<file path="src/rtl/next_hop_arb_pkg.sv">
// Shared widths and port-id encoding for the next-hop RAM arbiter.
// Imported by the arbiter top and its round-robin sub-module.
package next_hop_pkg;

    localparam int NH_ADDR_W = 11;
    localparam int NH_DATA_W = 32;
    localparam int NH_BE_W   = 4;

    typedef enum logic [1:0] {
        PORT_CFG = 2'd0,
        PORT_LK0 = 2'd1,
        PORT_LK1 = 2'd2
    } port_id_e;

endpackage

</file>
<file path="src/rtl/nh_rr_arb2.sv">
// Two-way round-robin arbiter; the pointer remembers the last-granted port
// and the other port wins a tie.
module nh_rr_arb2 (
    input  logic       clk,
    input  logic       reset,
    input  logic [1:0] req,
    input  logic       advance,
    output logic [1:0] gnt
);

    // ptr_q = 1 means port 1 was granted last, so port 0 wins the next tie
    logic ptr_q;
    logic ptr_d;

    always_comb begin
        gnt   = 2'b00;
        ptr_d = ptr_q;
        case (req)
            2'b01:   gnt = 2'b01;
            2'b10:   gnt = 2'b10;
            2'b11:   gnt = ptr_q ? 2'b01 : 2'b10;
            default: gnt = 2'b00;
        endcase
        if (advance && (gnt != 2'b00)) begin
            ptr_d = gnt[1];
        end
    end

    always_ff @(posedge clk) begin
        if (reset) begin
            ptr_q <= 1'b1;
        end else begin
            ptr_q <= ptr_d;
        end
    end

endmodule

</file>
<file path="src/rtl/next_hop_arb.sv">
// Arbitrates one config port and two lookup ports onto a single external
// next-hop RAM, with a starvation cap and one-cycle read-response routing.
module next_hop_arb
    import next_hop_pkg::*;
#(
    parameter int CFG_MAX_BURST = 4
) (
    input  logic                 clk,
    input  logic                 reset,

    input  logic                 cfg_req,
    input  logic [NH_BE_W-1:0]   cfg_we,
    input  logic [NH_ADDR_W-1:0] cfg_addr,
    input  logic [NH_DATA_W-1:0] cfg_wdata,
    output logic                 cfg_gnt,
    output logic                 cfg_rvalid,
    output logic [NH_DATA_W-1:0] cfg_rdata,

    input  logic                 lk0_req,
    input  logic [NH_ADDR_W-1:0] lk0_addr,
    output logic                 lk0_gnt,
    output logic                 lk0_rvalid,
    output logic [NH_DATA_W-1:0] lk0_rdata,

    input  logic                 lk1_req,
    input  logic [NH_ADDR_W-1:0] lk1_addr,
    output logic                 lk1_gnt,
    output logic                 lk1_rvalid,
    output logic [NH_DATA_W-1:0] lk1_rdata,

    output logic [NH_ADDR_W-1:0] ram_addr,
    output logic [NH_DATA_W-1:0] ram_din,
    output logic [NH_BE_W-1:0]   ram_we,
    output logic                 ram_en,
    input  logic [NH_DATA_W-1:0] ram_dout
);

    localparam int                 BURST_W   = $clog2(CFG_MAX_BURST + 1);
    localparam logic [BURST_W-1:0] BURST_MAX = BURST_W'(CFG_MAX_BURST);

    logic [BURST_W-1:0] burstCnt_q, burstCnt_d;
    logic               respPend_q, respPend_d;
    port_id_e           respId_q, respId_d;

    logic       lkPending;
    logic       capReached;
    logic       cfgGrant;
    logic       lkGrant;
    logic       cfgRead;
    logic       respValid;
    logic [1:0] rrGnt;

    // Config normally wins; once it has taken CFG_MAX_BURST grants in a row
    // while a lookup waits, the lookup side gets the RAM for one cycle.
    always_comb begin
        lkPending  = lk0_req | lk1_req;
        capReached = (burstCnt_q == BURST_MAX) && lkPending;
        cfgGrant   = !reset && cfg_req && !capReached;
        lkGrant    = !reset && !cfgGrant && lkPending;
        cfgRead    = (cfg_we == '0);
    end

    nh_rr_arb2 u_rr (
        .clk     (clk),
        .reset   (reset),
        .req     ({lk1_req, lk0_req}),
        .advance (lkGrant),
        .gnt     (rrGnt)
    );

    always_comb begin
        cfg_gnt = cfgGrant;
        lk0_gnt = lkGrant & rrGnt[0];
        lk1_gnt = lkGrant & rrGnt[1];
    end

    always_comb begin
        ram_addr = '0;
        ram_din  = '0;
        ram_we   = '0;
        ram_en   = 1'b0;
        if (cfgGrant) begin
            ram_addr = cfg_addr;
            ram_din  = cfg_wdata;
            ram_we   = cfg_we;
            ram_en   = cfgRead;
        end else if (lk0_gnt) begin
            ram_addr = lk0_addr;
            ram_en   = 1'b1;
        end else if (lk1_gnt) begin
            ram_addr = lk1_addr;
            ram_en   = 1'b1;
        end
    end

    always_comb begin
        burstCnt_d = burstCnt_q;
        respPend_d = 1'b0;
        respId_d   = respId_q;
        if (!lkPending || lkGrant) begin
            burstCnt_d = '0;
        end else if (cfgGrant && (burstCnt_q != BURST_MAX)) begin
            burstCnt_d = burstCnt_q + 1'b1;
        end
        if (cfgGrant && cfgRead) begin
            respPend_d = 1'b1;
            respId_d   = PORT_CFG;
        end else if (lk0_gnt) begin
            respPend_d = 1'b1;
            respId_d   = PORT_LK0;
        end else if (lk1_gnt) begin
            respPend_d = 1'b1;
            respId_d   = PORT_LK1;
        end
    end

    always_ff @(posedge clk) begin
        if (reset) begin
            burstCnt_q <= '0;
            respPend_q <= 1'b0;
            respId_q   <= PORT_CFG;
        end else begin
            burstCnt_q <= burstCnt_d;
            respPend_q <= respPend_d;
            respId_q   <= respId_d;
        end
    end

    // A response still in flight when reset rises is dropped, not delivered
    always_comb begin
        respValid  = respPend_q && !reset;
        cfg_rvalid = respValid && (respId_q == PORT_CFG);
        lk0_rvalid = respValid && (respId_q == PORT_LK0);
        lk1_rvalid = respValid && (respId_q == PORT_LK1);
        cfg_rdata  = cfg_rvalid ? ram_dout : '0;
        lk0_rdata  = lk0_rvalid ? ram_dout : '0;
        lk1_rdata  = lk1_rvalid ? ram_dout : '0;
    end

endmodule

</file>
<file path="config.mk">
export PLATFORM = sky130hd
export DESIGN_NAME = next_hop_arb
export DESIGN_NICKNAME = d
export VERILOG_FILES = /design/src/rtl/next_hop_arb_pkg.sv /design/src/rtl/nh_rr_arb2.sv /design/src/rtl/next_hop_arb.sv
export SDC_FILE = /design/constraint.sdc
export NUM_CORES = 1
export LEC_CHECK = 0
export CORE_AREA = 2 2 99 101
export DETAILED_ROUTE_END_ITERATION = 8
export DIE_AREA = 0 0 101 103
export DONT_BUFFER_PORTS = 1
export MAX_ROUTING_LAYER = met4
export PLACE_DENSITY_LB_ADDON = 0.05
export SETUP_SLACK_MARGIN = 0.1
export SYNTH_ARGS = -nofsm -noshare
export SYNTH_HDL_FRONTEND = slang
export SYNTH_HIERARCHICAL = 1
export SYNTH_SLANG_ARGS = --single-unit
</file>
<file path="constraint.sdc">
create_clock -name clk -period 2.7 [get_ports clk]
set_clock_uncertainty 0.2 [all_clocks]
set_input_delay 0.27 -clock clk [delete_from_list [all_inputs] [get_ports clk]]
set_output_delay 0.27 -clock clk [all_outputs]
set_load 0.05 [all_outputs]
</file>
==> flow_metrics.py <==
metrics = {
    "placed_design": {
        "port_buffers": 0,
        "placed_area_um2": 2620,
        "place_hpwl_um": 5850,
        "gp_congestion": 0.745,
    },
    "drt": {
        "routed_wl_um": 6880,
        "vias": 1833,
        "drc_errors": 0,
        "first_iter_violations": 50,
        "detail_route.vias_per_cell": 4.66,
        "ant_nets": 0,
        "avgRoutedWirePerCell_um": 17.5,
        "drt-pass1-iter-count": 4,
    },
    "outcome": {
        "status": "completed",
    },
    "logic_synthesis": {
        "synth-edff-count": 0,
        "syn_area_um2": 1540,
        "syn_avg_cell_area_um2": 6.96,
        "seq_area_frac_synth": 0.0911,
        "synth-compound-area-share": 0.204,
        "ys_warn_count": 6,
        "synth.net_count": 329,
        "synth_top_area_share": 0.537,
        "synthTopCellsByCount": "and2_1 (132), a22oi_1 (10), o2bb2ai_1 (10), buf_2 (8)",
        "synth_adder_area_share": 0.0163,
        "ys.flop_type": "dfxtp_1",
        "synth.area.mux_share": 0,
        "yosys_register_bits": 7,
        "yosysTopAreaCell": "and2_1",
        "synth_area_leaders": "and2_1 (54%), dfxtp_1 (9.1%), o2bb2ai_1 (5.7%), a22oi_1 (4.9%), buf_2 (2.6%)",
        "yosys.area_share.simple": 0.615,
        "synth_top_family_by_area": "simple AND/OR/NAND/NOR gates",
        "ys_types": 38,
        "synth.most_common_cell": "and2_1",
        "synth-xor-area-share": 0.00570,
        "syn_inst": 221,
        "async_reset_ff_frac": 0,
    },
    "sta": {
        "setup_violations": 0,
        "tightest_slew_ns": 0.798,
        "maxSlewViolCount": 0,
        "hold_viol": 0,
        "max_freq_ghz": 0.407,
        "period_share": 0.910,
        "slew_headroom": 0.463,
        "setup_tns_ns": 0,
        "period_needed_ns": 2.46,
        "grt_setup_unrepaired": "no",
    },
    "critical_path": {
        "cp.arrival_ns": 1.99,
        "regToRegEndpoint": "respId_q[1]$_SDFFE_PP0P_",
        "critical_path.cell_chain": "inv_1, ha_1, a21boi_0, nor3_4, a211o_1, buf_12",
        "r2r_slack_ns": 0.79,
        "path_max_fanout": 3,
        "cp-startpoint": "burstCnt_q[0]$_SDFFE_PP0P_",
        "reg2regPathDepth": 7,
        "reg2reg_from": "burstCnt_q[0]$_SDFFE_PP0P_",
        "startpoint_type": "flop",
        "crit_required_ns": 2.23,
        "cpPeakStageDelay_ns": 0.43,
        "end_kind": "output pin",
        "crit_path_end": "ram_en",
        "path_class": "reg -> out",
        "critPathSlowestCell": "a21boi_0",
    },
    "finish": {
        "nets": 388,
        "drive_above_1_share": 0.297,
        "area_growth_pct": 74.2,
        "design_area_um2": 2680,
        "multi_input_area_um2": 1310,
        "diodes": 0,
        "seq_area_um2": 140,
        "fill_cells": 1024,
    },
    "floorplanning": {
        "die-height_um": 103,
        "die_w_um": 101,
        "core_area_um2": 9460,
        "initial_utilization": 0.163,
        "die_area_um2": 10400,
        "rows": 36,
        "io_pins": 256,
    },
    "cts": {
        "h-tree-depth": 1,
        "postCtsSetupRepairBufs": 0,
        "clk_latency_ns": 0.22,
        "clock_path_buffers": 2,
        "numCtsBuffers": 3,
        "clkSlewWorstSetupHoldPaths_ns": 0.04,
        "cts_tree": "done",
        "clock-sinks": 7,
        "root_buffer": "clkbuf_8",
    },
    "power_and_ir_drop": {
        "clock_power_share": 0.212,
        "power_density_nw_per_um2": 254,
        "power_frac_comb": 0.623,
        "pwr-share-seq": 0.165,
        "p_leak_uw": 0.00114,
        "p_sw_uw": 312,
        "peakVddDrop_mv": 0.101,
        "p_int_uw": 368,
        "p_sw_frac": 0.459,
    },
    "grt": {
        "first_global_vias": 1583,
        "grt_use_met1": 0.129,
        "grt_use_met3": 0.0325,
        "grt_use_met2": 0.199,
        "grt_max_degree": 35,
        "grt_pass1_wl_um": 8830,
        "antenna_found_initial": 0,
        "grt_overflow": 0,
        "grt_util_all_layers": 0.115,
        "top_usage_layer": "met2",
    },
    "flow_run": {
        "maxCapViolCount": 0,
    },
    "hold_path": {
        "hold_class": "in -> reg",
    },
}
layout make-up:
cell class,instances,area share
timing repair buffer,71,0.377
clock buffer,4,0.0168
sequential,7,0.0523
multi-input combinational,190,0.490
inverter,7,0.00981
tap,114,0.0532
metrics by stage:
step	setup slack (ns)	utilization	std cells	power, uW	hold slack (ns)
floorplan	0.264	-	221	380	0.147
global placement	0.313	0.277	388	541	0.158
detailed placement	0.301	0.277	388	538	0.155
CTS	0.237	0.283	393	690	0.0263
global route	0.130	0.283	393	714	0.0455
finish	0.244	0.283	393	680	0.0273
kinds of logic after synthesis:
kind of cell               Yosys count
and+or+nand+nor                    150
AOI/OAI and AO/OA                   37
buffers and inverters               24
DFF                                  7
adders and majority gates            2
xor gates and xnor gates             1
cell usage in the layout (no fill, tap or decap), types with 2 or more instances in the layout:
cell type / n
and2_1: 132
and4bb_2: 2
buf_12: 38
a211o_1: 2
dfxtp_1: 7
a22oi_1: 10
clkbuf_8: 3
inv_1: 6
a21boi_0: 2
o2bb2ai_1: 10
nand2_1: 4
ha_1: 2
nor2_1: 3
buf_4: 32
power groups by stage:
stage,sequential (uW),combinational [uW],clock [uW]
after detailed placement,114,425,0
after global routing,113,443,158
after CTS,112,428,150
after floorplan,112,268,0
after global placement,113,427,0
final,112,424,144
metal layers:
| layer | share of wire | routed length (um) |
|---|---|---|
| met1 | 0.37 | 2520 |
| met3 | 0.12 | 849 |
| met5 | 0 | 0 |
| met2 | 0.50 | 3460 |
| met4 | 0.0081 | 56 |
worst max-delay path: cells and delay by family (launching register included):
family	cells	cell delay (ns)
AND/OR/NAND/NOR	1	0.21
AO/OA/AOI/OAI	2	0.78
buffers and inverters	2	0.22
adder cells (fa/ha/maj)	1	0.20
flip-flops	1	0.36
registers in the layout, indices dropped and copies added, names as in the netlist:
name and count:
burstCnt_q 3, respId_q 2, respPend_q 1, u_rr/ptr_q 1
how the worst min path moves through the flow:
stage	start	to	slack (ns)	cells past startpoint
floorplan	reset	respId_q[1]$_SDFFE_PP0P_	0.15	1
global placement	reset	respId_q[1]$_SDFFE_PP0P_	0.16	1
detailed placement	reset	respId_q[0]$_SDFFE_PP0P_	0.15	1
CTS	lk1_req	u_rr/ptr_q$_SDFFE_PP1P_	0.03	2
global route	lk1_req	u_rr/ptr_q$_SDFFE_PP1P_	0.05	2
finish	lk1_req	u_rr/ptr_q$_SDFFE_PP1P_	0.03	2
what timing repair did:
action	4_1_cts	5_1_grt
gates resized for setup	1	0
endpoints found under the hold margin	3	0
endpoints found under the setup margin	1	0
hold buffers	1	0
Note: power is estimated with default switching activity, not from simulation.
